### src/rtl/sprite_pkg.sv
// Shared types for the sprite palette writer: RGB444 pixel type and writer FSM states.
package sprite_pkg;

  localparam int RGB444_W = 12;

  typedef logic [RGB444_W-1:0] rgb444_t;

  typedef enum logic [1:0] {
    IDLE  = 2'd0,
    WRITE = 2'd1,
    DONE  = 2'd2
  } writer_state_t;

endpackage

### src/rtl/sprite_palette_writer_if.sv
// Raster-order RGB444 pixel stream with valid/ready handshake.
// The producer side uses the master modport, the palette writer the slave modport.
interface sprite_palette_writer_if;
  import sprite_pkg::*;

  rgb444_t pixel_in;
  logic    pixel_valid_in;
  logic    pixel_ready_out;

  modport master (
    output pixel_in,
    output pixel_valid_in,
    input  pixel_ready_out
  );

  modport slave (
    input  pixel_in,
    input  pixel_valid_in,
    output pixel_ready_out
  );

endinterface

### src/rtl/sprite_palette_writer_match.sv
// palette_match: compares one pixel against every valid palette entry in parallel
// and reports the lowest matching index.
module palette_match
  import sprite_pkg::*;
#(
  parameter int PALETTE_DEPTH = 16
) (
  input  rgb444_t                      pixel_in,
  input  rgb444_t [PALETTE_DEPTH-1:0]  colors_in,
  input  logic    [PALETTE_DEPTH-1:0]  valid_in,
  output logic                         hit_out,
  output logic    [7:0]                index_out
);

  // Priority encode the comparator hits; scanning downwards lets the lowest index win.
  always_comb begin
    hit_out   = 1'b0;
    index_out = 8'd0;
    for (int i = PALETTE_DEPTH - 1; i >= 0; i--) begin
      if (valid_in[i] && (colors_in[i] == pixel_in)) begin
        hit_out   = 1'b1;
        index_out = 8'(i);
      end
    end
  end

endmodule

### src/rtl/sprite_palette_writer.sv
// sprite_palette_writer: encodes a raster RGB444 pixel stream into palette indices,
// emitting image RAM writes (one per pixel) and palette RAM writes (one per new colour).
// Optional feature macro: SPRITE_WRITER_TRANSP_EN reserves index 0 for TRANSP_COLOR
// at the start of every frame.
module sprite_palette_writer
  import sprite_pkg::*;
#(
  parameter int      WIDTH         = 900,
  parameter int      HEIGHT        = 24,
  parameter int      PALETTE_DEPTH = 16,
  parameter rgb444_t TRANSP_COLOR  = 12'h000,
  localparam int     ADDR_W        = $clog2(WIDTH * HEIGHT)
) (
  input  logic                     pixel_clk_in,
  input  logic                     rst_n_in,
  input  logic                     start_in,
  sprite_palette_writer_if.slave   pix,
  output logic                     image_we_out,
  output logic [ADDR_W-1:0]        image_addr_out,
  output logic [7:0]               image_data_out,
  output logic                     palette_we_out,
  output logic [7:0]               palette_addr_out,
  output rgb444_t                  palette_data_out,
  output logic [8:0]               palette_count_out,
  output logic                     busy_out,
  output logic                     done_out,
  output logic                     overflow_out
);

`ifdef SPRITE_WRITER_TRANSP_EN
  localparam bit TRANSP_EN = 1'b1;
`else
  localparam bit TRANSP_EN = 1'b0;
`endif

  localparam logic [ADDR_W-1:0] LAST_PIX_C  = ADDR_W'(WIDTH * HEIGHT - 1);
  localparam logic [8:0]        PAL_DEPTH_C = 9'(PALETTE_DEPTH);

  writer_state_t state_q, state_d;
  logic [ADDR_W-1:0] pix_cnt_q, pix_cnt_d;
  logic [8:0]        pal_cnt_q, pal_cnt_d;
  logic              overflow_q, overflow_d;
  // High for the first WRITE cycle while the reserved transparent entry is published.
  logic              init_q, init_d;

  rgb444_t [PALETTE_DEPTH-1:0] tbl_color_q, tbl_color_d;
  logic    [PALETTE_DEPTH-1:0] tbl_valid_q, tbl_valid_d;

  logic              image_we_q, image_we_d;
  logic [ADDR_W-1:0] image_addr_q, image_addr_d;
  logic [7:0]        image_data_q, image_data_d;
  logic              palette_we_q, palette_we_d;
  logic [7:0]        palette_addr_q, palette_addr_d;
  rgb444_t           palette_data_q, palette_data_d;

  logic       match_hit;
  logic [7:0] match_idx;
  logic       xfer;
  logic [7:0] alloc_idx;

  palette_match #(
    .PALETTE_DEPTH (PALETTE_DEPTH)
  ) u_match (
    .pixel_in  (pix.pixel_in),
    .colors_in (tbl_color_q),
    .valid_in  (tbl_valid_q),
    .hit_out   (match_hit),
    .index_out (match_idx)
  );

  assign pix.pixel_ready_out = (state_q == WRITE) && !init_q;
  assign xfer                = pix.pixel_ready_out && pix.pixel_valid_in;
  assign alloc_idx           = pal_cnt_q[7:0];

  assign busy_out          = (state_q == WRITE) || (state_q == DONE);
  assign done_out          = (state_q == DONE);
  assign image_we_out      = image_we_q;
  assign image_addr_out    = image_addr_q;
  assign image_data_out    = image_data_q;
  assign palette_we_out    = palette_we_q;
  assign palette_addr_out  = palette_addr_q;
  assign palette_data_out  = palette_data_q;
  assign palette_count_out = pal_cnt_q;
  assign overflow_out      = overflow_q;

  // Next-state: FSM transitions, pixel encoding, palette allocation and write strobes.
  always_comb begin
    state_d        = state_q;
    pix_cnt_d      = pix_cnt_q;
    pal_cnt_d      = pal_cnt_q;
    overflow_d     = overflow_q;
    init_d         = 1'b0;
    tbl_color_d    = tbl_color_q;
    tbl_valid_d    = tbl_valid_q;
    image_we_d     = 1'b0;
    image_addr_d   = image_addr_q;
    image_data_d   = image_data_q;
    palette_we_d   = 1'b0;
    palette_addr_d = palette_addr_q;
    palette_data_d = palette_data_q;

    unique case (state_q)
      IDLE: begin
        if (start_in) begin
          state_d     = WRITE;
          pix_cnt_d   = '0;
          pal_cnt_d   = 9'd0;
          overflow_d  = 1'b0;
          tbl_valid_d = '0;
          if (TRANSP_EN) begin
            // Entry 0 is pre-loaded so the palette write lands in the first WRITE cycle.
            tbl_color_d[0] = TRANSP_COLOR;
            tbl_valid_d[0] = 1'b1;
            pal_cnt_d      = 9'd1;
            palette_we_d   = 1'b1;
            palette_addr_d = 8'd0;
            palette_data_d = TRANSP_COLOR;
            init_d         = 1'b1;
          end
        end
      end

      WRITE: begin
        if (xfer) begin
          image_we_d   = 1'b1;
          image_addr_d = pix_cnt_q;
          if (match_hit) begin
            image_data_d = match_idx;
          end else if (pal_cnt_q < PAL_DEPTH_C) begin
            // New colour: the table entry is live from the next edge, so an
            // immediate repeat of this colour already hits.
            image_data_d = alloc_idx;
            for (int i = 0; i < PALETTE_DEPTH; i++) begin
              if (8'(i) == alloc_idx) begin
                tbl_color_d[i] = pix.pixel_in;
                tbl_valid_d[i] = 1'b1;
              end
            end
            palette_we_d   = 1'b1;
            palette_addr_d = alloc_idx;
            palette_data_d = pix.pixel_in;
            pal_cnt_d      = pal_cnt_q + 9'd1;
          end else begin
            // Palette full: fall back to index 0 and flag the loss of colour.
            image_data_d = 8'd0;
            overflow_d   = 1'b1;
          end

          if (pix_cnt_q == LAST_PIX_C) begin
            state_d = DONE;
          end else begin
            pix_cnt_d = pix_cnt_q + 1'b1;
          end
        end
      end

      DONE: begin
        state_d = IDLE;
      end

      default: begin
        state_d = IDLE;
      end
    endcase
  end

  // State and output registers; reset aborts any frame in progress.
  always_ff @(posedge pixel_clk_in or negedge rst_n_in) begin
    if (!rst_n_in) begin
      state_q        <= IDLE;
      pix_cnt_q      <= '0;
      pal_cnt_q      <= 9'd0;
      overflow_q     <= 1'b0;
      init_q         <= 1'b0;
      tbl_color_q    <= '0;
      tbl_valid_q    <= '0;
      image_we_q     <= 1'b0;
      image_addr_q   <= '0;
      image_data_q   <= 8'd0;
      palette_we_q   <= 1'b0;
      palette_addr_q <= 8'd0;
      palette_data_q <= '0;
    end else begin
      state_q        <= state_d;
      pix_cnt_q      <= pix_cnt_d;
      pal_cnt_q      <= pal_cnt_d;
      overflow_q     <= overflow_d;
      init_q         <= init_d;
      tbl_color_q    <= tbl_color_d;
      tbl_valid_q    <= tbl_valid_d;
      image_we_q     <= image_we_d;
      image_addr_q   <= image_addr_d;
      image_data_q   <= image_data_d;
      palette_we_q   <= palette_we_d;
      palette_addr_q <= palette_addr_d;
      palette_data_q <= palette_data_d;
    end
  end

endmodule

### src/flat_wrapper.sv
// flat-port wrapper written by rule: the top's interface ports become plain ports
module sprite_palette_writer_flat import sprite_pkg::*;
#(
  parameter int      WIDTH         = 900,
  parameter int      HEIGHT        = 24,
  parameter int      PALETTE_DEPTH = 16,
  parameter rgb444_t TRANSP_COLOR  = 12'h000,
  localparam int     ADDR_W        = $clog2(WIDTH * HEIGHT)
)
  (pixel_clk_in, rst_n_in, start_in, image_we_out, image_addr_out, image_data_out, palette_we_out, palette_addr_out, palette_data_out, palette_count_out, busy_out, done_out, overflow_out, pix_pixel_in, pix_pixel_valid_in, pix_pixel_ready_out);
  sprite_palette_writer_if pix_i ();
  input  logic pixel_clk_in;
  input  logic rst_n_in;
  input  logic start_in;
  output logic image_we_out;
  output logic [ADDR_W-1:0] image_addr_out;
  output logic [7:0] image_data_out;
  output logic palette_we_out;
  output logic [7:0] palette_addr_out;
  output rgb444_t palette_data_out;
  output logic [8:0] palette_count_out;
  output logic busy_out;
  output logic done_out;
  output logic overflow_out;
  input wire logic [$bits(pix_i.pixel_in)-1:0] pix_pixel_in;
  input wire logic [$bits(pix_i.pixel_valid_in)-1:0] pix_pixel_valid_in;
  output wire logic [$bits(pix_i.pixel_ready_out)-1:0] pix_pixel_ready_out;
  assign pix_i.pixel_in = pix_pixel_in;
  assign pix_i.pixel_valid_in = pix_pixel_valid_in;
  assign pix_pixel_ready_out = pix_i.pixel_ready_out;
  sprite_palette_writer #(.WIDTH(WIDTH), .HEIGHT(HEIGHT), .PALETTE_DEPTH(PALETTE_DEPTH), .TRANSP_COLOR(TRANSP_COLOR)) u_core (.pixel_clk_in(pixel_clk_in), .rst_n_in(rst_n_in), .start_in(start_in), .pix(pix_i), .image_we_out(image_we_out), .image_addr_out(image_addr_out), .image_data_out(image_data_out), .palette_we_out(palette_we_out), .palette_addr_out(palette_addr_out), .palette_data_out(palette_data_out), .palette_count_out(palette_count_out), .busy_out(busy_out), .done_out(done_out), .overflow_out(overflow_out));
endmodule
### config.mk
export PLATFORM = sky130hd
export DESIGN_NAME = sprite_palette_writer_flat
export DESIGN_NICKNAME = d
export VERILOG_FILES = /design/src/rtl/sprite_pkg.sv /design/src/rtl/sprite_palette_writer_if.sv /design/src/rtl/sprite_palette_writer_match.sv /design/src/rtl/sprite_palette_writer.sv /design/src/flat_wrapper.sv
export SDC_FILE = /design/constraint.sdc
export NUM_CORES = 1
export LEC_CHECK = 0
export BUFFER_PORTS_ARGS = -buffer_cell sky130_fd_sc_hd__buf_4
export CORE_ASPECT_RATIO = 1.1
export CORE_MARGIN = 8
export CORE_UTILIZATION = 28
export CTS_CLUSTER_DIAMETER = 30
export DETAILED_ROUTE_END_ITERATION = 16
export PLACE_DENSITY_LB_ADDON = 0.05
export RECOVER_POWER = 50
export SYNTH_ARGS = -nofsm -noshare
export SYNTH_HDL_FRONTEND = slang
export SYNTH_SLANG_ARGS = --single-unit
### constraint.sdc
create_clock -name pixel_clk_in -period 4 [get_ports pixel_clk_in]
set_clock_uncertainty 0.2 [all_clocks]
set_input_delay 0 -clock pixel_clk_in [delete_from_list [all_inputs] [get_ports pixel_clk_in]]
set_output_delay 0 -clock pixel_clk_in [all_outputs]
set_load 0.005 [all_outputs]
==> flow_summary.yaml, run 1 <==
power_and_ir_drop:
  pwr-share-comb_pct: 22.1
  cellPowerDensity_nw_per_um2: 831.5
  power_switching_w: 0.004193
  seqPwrFrac_pct: 29.6
  p_leak_nw: 8.166
  ir_drop_mv: 0.3983
  finalPower_w: 0.01573
  p_sw_share_pct: 26.66
  intPower_w: 0.01153
  pwr-share-clk_pct: 48.3
global_route:
  antenna_found_initial: 0
  grt_pass1_vias: 9749
  grt_usage_pct: 13.58
  grt_max_degree: 73
  grt_pass1_wl_um: 62730
  grt-ovfl-total: 0
finish:
  layout_common_cells: "dfrtp_1 (280), xnor2_1 (194), mux2_4 (150)"
  nets: 1244
  n_antenna_cell: 0
  final_common_cell: "dfrtp_1"
  drive_gt1_share_pct: 38.44
  areaGrowthSynthToFinish_pct: 28.13
  postLayoutCellArea_um2: 18910
clock_tree:
  cts_buffers: 95
  clock_latency_ns: 0.60
  clk_pin_slew_ns: 0.04
  cts_root_buf: "clkbuf_16"
  postCtsResizedCells: 0
  cts_setup_buffers: 0
  clock_path_buffers: 3
  htreeDepth: 3
  clock-sinks: 280
  cts_tree: "done"
yosys:
  synth-compound-area-share_pct: 2.653
  synth_edf_count: 0
  synth_cells: 1094
  synth-simple-area-share_pct: 10.43
  synth_nets: 1119
  ys_seq_elements: 280
  synthAdderAreaFrac_pct: 0.7629
  post_synth.cell_area_avg_um2: 13.49
  async_reset_ff_share_pct: 100.0
  synth_xor_area_share_pct: 11.99
  syn_area_um2: 14760
  seq_area_frac_synth_pct: 47.47
  muxShareOfSynthArea_pct: 20.60
  synth.distinct_cells: 60
  synthFlopType: "dfrtp_1"
  synth_top_family_by_area: "multiplexers"
  synth_warnings: 0
sta:
  period_minus_slack_ns: 3.616
  slew-limit-headroom_pct: -35.69
  slew_viol_final: 284
  tns_ns: 0
  rsz0062_at_grt: "false"
  max_freq_mhz: 276.6
  tightest_slew_ns: 2.035
  period_share_pct: 90.40
  setup_viol: 0
  finalHoldViolations: 0
  whs_ns: 0.2809
  finalWorstSetupSlack_ns: 0.3841
worst_hold_path:
  hold_class: "reg -> reg"
placement:
  port_buffers: 73
  place_area_um2: 15480
  preCtsSetupSlack_ns: 0.2612
  hpwlAfterDp_um: 23750
  gp_congestion: 0.6998
job:
  drv_cap: 4
critical_path:
  reg2reg_to: "u_core.tbl_color_q[37]"
  crit_required_ns: 4.26
  path_max_fanout: 33
  arrival_ns: 3.88
  critPathLaunchType: "input port"
  cp-endpoint: "u_core.tbl_color_q[37]"
  cp-end-kind: "flop"
  critPathLaunch: "pix_pixel_in[5]"
  r2r_slack_ns: 0.51
  reg2regPathDepth: 8
  reg2reg_from: "u_core.tbl_color_q[45]"
  critical_path_class: "in -> reg"
status:
  outcome: "finished, violations left"
  violations: "capacitance limit, slew limit"
drt:
  drt-total-wl_um: 40250
  drtIter0Drc: 382
  vias: 8716
  vias_per_cell: 4.429
  ant_nets: 0
  top_layer: "met4"
  wl_per_cell_um: 20.45
  route.detailed.drc: 0
  dr_wl_met3_um: 1624
  wl_met2_um: 18440
  wl_met1_um: 19300
  drtPass1Iterations: 4
floorplanning:
  ios: 74
  die_area_um2: 60330
  dieHeight_um: 256.8
  die_x_um: 234.9
  core-area_um2: 52300
  rows: 88
  start_util_pct: 28.22
[worst max-delay path, stage by stage]
cell	delay, ns
dlygate4sd3_1	0.53
buf_4	0.51
xnor2_1	0.16
nand4_1	0.22
nor4_2	0.13
nor4_2	0.40
nand4_4	0.25
nor2_4	0.74
and3_4	0.51
mux2_2	0.37
[power groups by stage]
stage	combinational [W]	clock, W	sequential, W
finish	0.00347	0.00760	0.00465
CTS	0.00358	0.00779	0.00466
detailed placement	0.00354	0	0.00466
global placement	0.00354	0	0.00467
global route	0.00382	0.00798	0.00479
floorplan	0.00277	0	0.00445
[routing by layer]
layer  vias up  global-route usage (%)
li1       4066                       -
met1      4433                   17.96
met2       156                   21.08
met3        61                   3.197
met4         0                   5.720
met5         -                       0
[cells in the mapped netlist (10+ instances only)]
library cell,n,area [um^2]
clkbuf_1,21,78.83
mux2_4,150,2252
o21ai_0,18,90.09
and3_4,15,168.9
nand2_1,56,210.2
nand4_1,38,237.7
nand3_1,22,110.1
mux2_1,10,112.6
and2_1,13,81.33
buf_12,18,360.4
mux2_2,60,675.7
nor4_2,14,175.2
inv_1,12,45.04
dfrtp_1,280,7007
nor2_1,28,105.1
buf_6,19,214.0
xnor2_1,194,1699
[area by class of cell]
class,count,area (um^2)
clock buffers,138,2874
clock inverters,33,459.2
fillers,5071,33390
inverters,12,45.04
multi-input cells,723,6854
flip-flops and latches,280,7007
well taps,675,844.6
repair buffers,107,829.5
[state kept, by name, summed over array words and instances, names as in the netlist]
name	flops
u_core.palette_count_out	9
u_core.palette_we_out	1
u_core.image_addr_out	15
u_core.palette_data_out	12
u_core.overflow_out	1
u_core.state_q	2
u_core.image_we_out	1
u_core.pix_cnt_q	15
u_core.image_data_out	8
u_core.tbl_valid_q	16
u_core.tbl_color_q	192
u_core.palette_addr_out	8
[kinds of logic after synthesis]
kind of cell | Yosys count
buffers and inverters | 91
multiplexers | 220
AO/OA/AOI/OAI | 57
AND/OR/NAND/NOR | 235
adder cells (fa/ha/maj) | 9
flip-flops | 280
XOR/XNOR | 202
[worst min-delay path by stage]
stage / from / endpoint / slack, ns / depth (start not counted)
detailed placement: rst_n_in / u_core.pix_cnt_q[8] / -0.17 / 1
global placement: rst_n_in / u_core.pix_cnt_q[8] / -0.16 / 1
global route: pix_pixel_in[11] / u_core.tbl_color_q[107] / 0.28 / 3
CTS: pix_pixel_in[11] / u_core.tbl_color_q[107] / 0.26 / 3
floorplan: rst_n_in / u_core.image_addr_out[0] / -0.50 / 0
finish: u_core.image_addr_out[11] / u_core.image_addr_out[11] / 0.28 / 2
[per-stage QoR]
stage / utilization [%] / std cells
6_report: 36.16 / 1968
5_1_grt: 36.16 / 1968
4_1_cts: 36.34 / 1968
3_5_place_dp: 29.59 / 1779
3_3_place_gp: 29.59 / 1779
2_1_floorplan: - / 1094
[what timing repair did]
item                       4_1_cts  5_1_grt
hold buffers                    18        0
hold endpoints to repair       517        0
setup endpoints to repair        0        0
(Power assumes the default switching activity.)
==> run 2: changes to the inputs <==
--- a/config.mk
+++ b/config.mk
@@ -6,11 +6,14 @@
 export NUM_CORES = 1
 export LEC_CHECK = 0
 export BUFFER_PORTS_ARGS = -buffer_cell sky130_fd_sc_hd__buf_4
+export CELL_PAD_IN_SITES_DETAIL_PLACEMENT = 1
+export CELL_PAD_IN_SITES_GLOBAL_PLACEMENT = 2
 export CORE_ASPECT_RATIO = 1.1
 export CORE_MARGIN = 8
 export CORE_UTILIZATION = 28
 export CTS_CLUSTER_DIAMETER = 30
 export DETAILED_ROUTE_END_ITERATION = 16
+export HOLD_SLACK_MARGIN = 0.12
 export PLACE_DENSITY_LB_ADDON = 0.05
 export RECOVER_POWER = 50
 export SYNTH_ARGS = -nofsm -noshare
==> flow_summary.yaml, run 2 (synthesis gave the netlist of run 1 again) <==
finish:
  stdcell_count: 1990
  drive_gt1_share_pct: 38.48
  nets: 1267
  fin_util_pct: 36.41
  layout_common_cells: "dfrtp_1 (280), xnor2_1 (194), mux2_4 (150)"
  regMostFlops: "u_core.tbl_color_q"
  areaGrowthSynthToFinish_pct: 29.01
  reg.largest.list: "u_core.tbl_color_q (192), u_core.tbl_valid_q (16)"
  n_antenna_cell: 0
  largest_reg_flops: 192
  final_common_cell: "dfrtp_1"
clock_tree:
  cts_tree: "done"
  htreeDepth: 3
  cts_setup_buffers: 0
  clk_pin_slew_ns: 0.04
  cts_buffers: 95
  cts_root_buf: "clkbuf_16"
  postCtsResizedCells: 0
  clock_path_buffers: 3
  clock_latency_ns: 0.60
  clock-sinks: 280
drt:
  vias: 9032
  wl_per_cell_um: 20.96
  ant_nets: 0
  drt-total-wl_um: 41700
  drtPass1Iterations: 4
  drtIter0Drc: 219
  vias_per_cell: 4.539
  route.detailed.drc: 0
critical_path:
  critical_path_class: "reg -> reg"
  critPathLaunchType: "flop"
  arrival_ns: 3.78
  path_max_fanout: 10
  r2r_slack_ns: 0.54
  crit_required_ns: 4.31
  cp-end-kind: "flop"
  reg2reg_to: "u_core.pix_cnt_q[11]"
  cp-endpoint: "u_core.pix_cnt_q[11]"
  reg2regPathDepth: 12
  critPathLaunch: "u_core.state_q[1]"
  reg2reg_from: "u_core.state_q[1]"
global_route:
  grt_pass1_wl_um: 66300
  grt_pass1_vias: 10505
  antenna_found_initial: 0
  grt_max_degree: 99
  grt_usage_pct: 14.22
  grt-ovfl-total: 0
placement:
  dp.cells: 1802
  hpwlAfterDp_um: 26040
  port_buffers: 73
  gp_congestion: 0.6841
sta:
  whs_ns: 0.1961
  period_minus_slack_ns: 3.464
  max_freq_mhz: 288.6
  rsz0062_at_grt: "false"
  setup_viol: 0
  slew_viol_final: 236
  period_share_pct: 86.61
  tightest_slew_ns: 2.034
  finalHoldViolations: 0
  slew-limit-headroom_pct: -35.63
  tns_ns: 0
status:
  violations: "capacitance limit, slew limit"
  outcome: "finished, violations left"
floorplanning:
  start_util_pct: 28.22
  dieHeight_um: 256.8
  rows: 88
  die_area_um2: 60330
  core-area_um2: 52300
  ios: 74
  die_x_um: 234.9
job:
  drv_cap: 3
power_and_ir_drop:
  ir_drop_mv: 0.2904
  p_leak_nw: 8.205
  cellPowerDensity_nw_per_um2: 816.7
  seqPwrFrac_pct: 29.7
  pwr-share-comb_pct: 22.7
  power_switching_w: 0.004196
  intPower_w: 0.01135
  p_sw_share_pct: 26.98
  pwr-share-clk_pct: 47.6
worst_hold_path:
  hold_class: "in -> reg"
run 2: cell types whose count changed in the layout (fill, tap and decap cells not counted), sizes merged:
cell	previous run	this run
bufinv	11	10
clkinvlp	0	1
clkbuf	172	193
clkinv	20	21
buf	56	55
inv	14	15
run 2: power by group through the flow:
stage | clock, W | sequential [W] | combinational (W)
after global routing | 0.00774 | 0.00477 | 0.00390
after detailed placement | 0 | 0.00465 | 0.00363
after floorplan | 0 | 0.00445 | 0.00277
after CTS | 0.00759 | 0.00464 | 0.00368
after global placement | 0 | 0.00463 | 0.00362
final | 0.00740 | 0.00462 | 0.00353
run 2: layer usage:
layer / vias to the layer above / wire, um / part of all wire [%] / global-route usage, %
li1: 4114 / - / - / -
met1: 4716 / 19200 / 46 / 18.23
met2: 142 / 20090 / 48 / 23.46
met3: 60 / 1559 / 3.7 / 2.961
met4: 0 / 848 / 2.0 / 5.181
met5: - / 0 / 0 / 0
run 2: final cells by class:
cell class,instances,area (um^2)
Clock buffer,135,2789
Clock inverter,35,450.4
Fill cell,5454,33260
Inverter,12,45.04
Multi-Input combinational cell,723,6854
Sequential cell,280,7007
Tap cell,675,844.6
Timing Repair Buffer,130,1052
run 2: how the worst min path moves through the flow:
stage                     startpoint  cells past startpoint  slack (ns)                       end
floorplan                   rst_n_in                      0       -0.50  u_core.image_addr_out[0]
finish              pix_pixel_in[11]                      3        0.20    u_core.tbl_color_q[59]
global route        pix_pixel_in[11]                      3        0.21   u_core.tbl_color_q[119]
global placement            rst_n_in                      1       -0.06    u_core.tbl_color_q[58]
CTS                  pix_pixel_in[2]                      3        0.16    u_core.tbl_color_q[74]
detailed placement          rst_n_in                      1       -0.06    u_core.tbl_color_q[58]
run 2: repair_timing:
item,4_1_cts,5_1_grt
hold buffers,18,0
endpoints found under the hold margin,519,0
endpoints found under the setup margin,0,0
run 2: through the flow:
stage / instance area [um^2] / setup slack [ns] / total power [W]
2_1_floorplan: 14760 / 1.369 / 0.007219
3_3_place_gp: 15710 / 0.5974 / 0.008246
3_5_place_dp: 15710 / 0.5705 / 0.008278
4_1_cts: 19150 / 0.4705 / 0.01591
5_1_grt: 19040 / 0.1657 / 0.01642
6_report: 19040 / 0.5355 / 0.01555
run 2: worst max-delay path, cell delays in order (launching register included):
cell,delay [ns]
dfrtp_1,0.37
inv_1,0.09
ha_1,0.20
inv_1,0.20
a2bb2oi_2,0.15
dlygate4sd3_1,0.56
buf_4,0.16
o21ai_1,0.07
buf_4,0.17
a21oi_1,0.23
nand4_1,0.37
or3_1,0.46
a21oi_1,0.14
==> run 3: changes to the inputs <==
--- a/config.mk
+++ b/config.mk
@@ -5,6 +5,7 @@
 export SDC_FILE = /design/constraint.sdc
 export NUM_CORES = 1
 export LEC_CHECK = 0
+export ABC_AREA = 1
 export BUFFER_PORTS_ARGS = -buffer_cell sky130_fd_sc_hd__buf_4
 export CELL_PAD_IN_SITES_DETAIL_PLACEMENT = 1
 export CELL_PAD_IN_SITES_GLOBAL_PLACEMENT = 2
==> flow_summary.yaml, run 3 <==
status:
  outcome: "finished, violations left"
  violations: "capacitance limit, slew limit"
finish:
  n_antenna_cell: 0
  layout_common_cells: "nand2_1 (556), dfrtp_1 (280), o21ai_0 (242)"
  final_common_cell: "nand2_1"
  drive_gt1_share_pct: 15.18
  regMostFlops: "u_core.tbl_color_q"
  reg.largest.list: "u_core.tbl_color_q (192), u_core.tbl_valid_q (16)"
  largest_reg_flops: 192
  nets: 2141
  areaGrowthSynthToFinish_pct: 32.98
global_route:
  grt_pass1_wl_um: 91700
  grt_pass1_vias: 14807
  grt_usage_pct: 19.56
  grt_max_degree: 85
  grt-ovfl-total: 0
  antenna_found_initial: 0
power_and_ir_drop:
  cellPowerDensity_nw_per_um2: 699.4
  pwr-share-clk_pct: 55.4
  p_sw_share_pct: 29.04
  intPower_w: 0.009860
  p_leak_nw: 9.034
  finalPower_w: 0.01390
  seqPwrFrac_pct: 27.1
  power_switching_w: 0.004035
  pwr-share-comb_pct: 17.5
  ir_drop_mv: 0.3270
yosys:
  synth_area_leaders: "dfrtp_1 (47%), nand2_1 (14%), o21ai_0 (8.1%)"
  post_synth.cell_area_avg_um2: 7.546
  synth_area_leader_cell: "dfrtp_1"
  synth_common_cells: "nand2_1 (556), dfrtp_1 (280), o21ai_0 (242), nor2_1 (181), inv_1 (155)"
  synth_top_area_share_pct: 46.90
  synth_cells: 1980
  synthFlopType: "dfrtp_1"
  synth.distinct_cells: 44
  synth_nets: 2005
  async_reset_ff_share_pct: 100.0
  seq_area_frac_synth_pct: 46.90
  synth_warnings: 0
  ys_seq_elements: 280
  synth.most_common_cell: "nand2_1"
  syn_area_um2: 14940
  synth_edf_count: 0
sta:
  period_minus_slack_ns: 3.454
  finalWorstSetupSlack_ns: 0.5462
  max_freq_mhz: 289.5
  slew-limit-headroom_pct: -40.85
  finalHoldViolations: 0
  period_share_pct: 86.35
  slew_viol_final: 200
  tightest_slew_ns: 2.113
  rsz0062_at_grt: "false"
  tns_ns: 0
  setup_viol: 0
floorplanning:
  die_x_um: 236.2
  die_area_um2: 61020
  rows: 89
  start_util_pct: 28.07
  dieHeight_um: 258.3
  core-area_um2: 53230
  ios: 74
placement:
  hpwlAfterDp_um: 40560
  port_buffers: 73
  gp_congestion: 0.8218
  preCtsSetupSlack_ns: 0.3700
clock_tree:
  cts_root_buf: "clkbuf_16"
  cts_setup_buffers: 0
  clk_pin_slew_ns: 0.04
  clock_latency_ns: 0.60
  clock_path_buffers: 3
  clock-sinks: 280
  cts_buffers: 96
  cts_tree: "done"
  postCtsResizedCells: 0
  htreeDepth: 3
critical_path:
  crit_required_ns: 4.24
  arrival_ns: 3.69
  slowest_delay_ns: 0.53
  critical_path_class: "in -> reg"
  critPathLaunchType: "input port"
  cp-end-kind: "flop"
  path_max_fanout: 29
  cp_common_cell: "nand2_1"
  crit_path_cell_trace: "dlygate4sd3_1, buf_4, inv_2, buf_4, or2_2, nand4_1, nor4_1, nand3_1, nand2_1, nor2_1, nand2_1, nor2_1, nand2_2, inv_2, nand2_1, buf_4, nand2_1, o21ai_0"
  r2r_slack_ns: 0.89
  slowest_stage: "dlygate4sd3_1"
drt:
  vias_per_cell: 4.861
  route.detailed.drc: 0
  vias: 13974
  ant_nets: 0
  drtPass1Iterations: 5
  drtIter0Drc: 649
  drt-total-wl_um: 59440
  wl_per_cell_um: 20.67
worst_hold_path:
  hold_class: "in -> reg"
job:
  drv_cap: 4
run 3: changes by cell type after synthesis, moves of 33 or more:
cell,previous run,this run
nor4_1,2,38
or2_2,2,35
inv_1,12,155
nor3_1,7,43
xnor2_1,194,33
a21oi_1,7,40
nor2_1,28,181
mux2_4,150,0
nand3_1,22,70
o21ai_0,18,242
clkbuf_1,21,61
mux2_2,60,0
nand2_1,56,556
run 3: repair_timing:
| item | in CTS | in global routing |
|---|---|---|
| setup endpoints to repair | 0 | 0 |
| endpoints found under the hold margin | 443 | 0 |
| hold buffers | 14 | 0 |
run 3: worst paths after layout:
| kind | startpoint | endpoint | cells past startpoint |
|---|---|---|---|
| max | pix_pixel_in[3] | u_core.tbl_color_q[167] | 18 |
| min reg2reg | u_core.image_addr_out[7] | u_core.image_addr_out[7] | 2 |
| min in group asynchronous | rst_n_in | u_core.tbl_color_q[145] | 4 |
| max reg2reg | u_core.tbl_color_q[162] | u_core.tbl_valid_q[8] | 15 |
| max in group asynchronous | rst_n_in | u_core.tbl_color_q[5] | 4 |
| min | pix_pixel_in[2] | u_core.tbl_color_q[26] | 3 |
run 3: cells by family (layout without fill, tap and decap cells):
kind of cell	after synthesis	after routing	synth area share, %
compound gates	350	350	12.32
xor+xnor	48	48	2.814
fa+ha+maj	9	9	0.7537
buf+inv	274	487	7.462
flops	280	280	46.90
simple gates	1019	1019	29.75
run 3: layout make-up:
class / count / area (um^2)
inverters: 169 / 634.4
well taps: 682 / 853.3
fillers: 6312 / 33360
multi-input cells: 1426 / 6835
flip-flops and latches: 280 / 7007
repair buffers: 143 / 1169
clock buffers: 144 / 2917
clock inverters: 31 / 452.9
run 3: metal layers:
layer	part of all wire, %	vias to the layer above	track usage, %
met5	0	-	0
met4	2.6	0	6.748
met3	3.8	92	3.538
met2	48	234	33.00
met1	46	6856	25.09
li1	-	6792	-
run 3: through the flow:
| step | utilization (%) | hold slack, ns | instances | cell area, um^2 |
|---|---|---|---|---|
| after floorplan | - | -0.4956 | 1980 | 14940 |
| after CTS | 37.49 | 0.1574 | 2875 | 19960 |
| final | 37.33 | 0.1289 | 2875 | 19870 |
| after global routing | 37.33 | 0.1533 | 2875 | 19870 |
| after detailed placement | 30.87 | -0.1037 | 2686 | 16430 |
| after global placement | 30.87 | -0.09929 | 2686 | 16430 |
run 3: power groups by stage:
stage,logic [W],registers (W),clock network (W)
finish,0.00244,0.00376,0.00769
global route,0.00278,0.00383,0.00802
CTS,0.00253,0.00377,0.00785
detailed placement,0.00251,0.00379,0
global placement,0.00247,0.00378,0
floorplan,0.00151,0.00369,0
run 3: worst max-delay path: cells and delay by family:
family	cells	cell delay (ns)
buffers and inverters	6	1.98
AND/OR/NAND/NOR	11	1.58
AO/OA/AOI/OAI	1	0.08
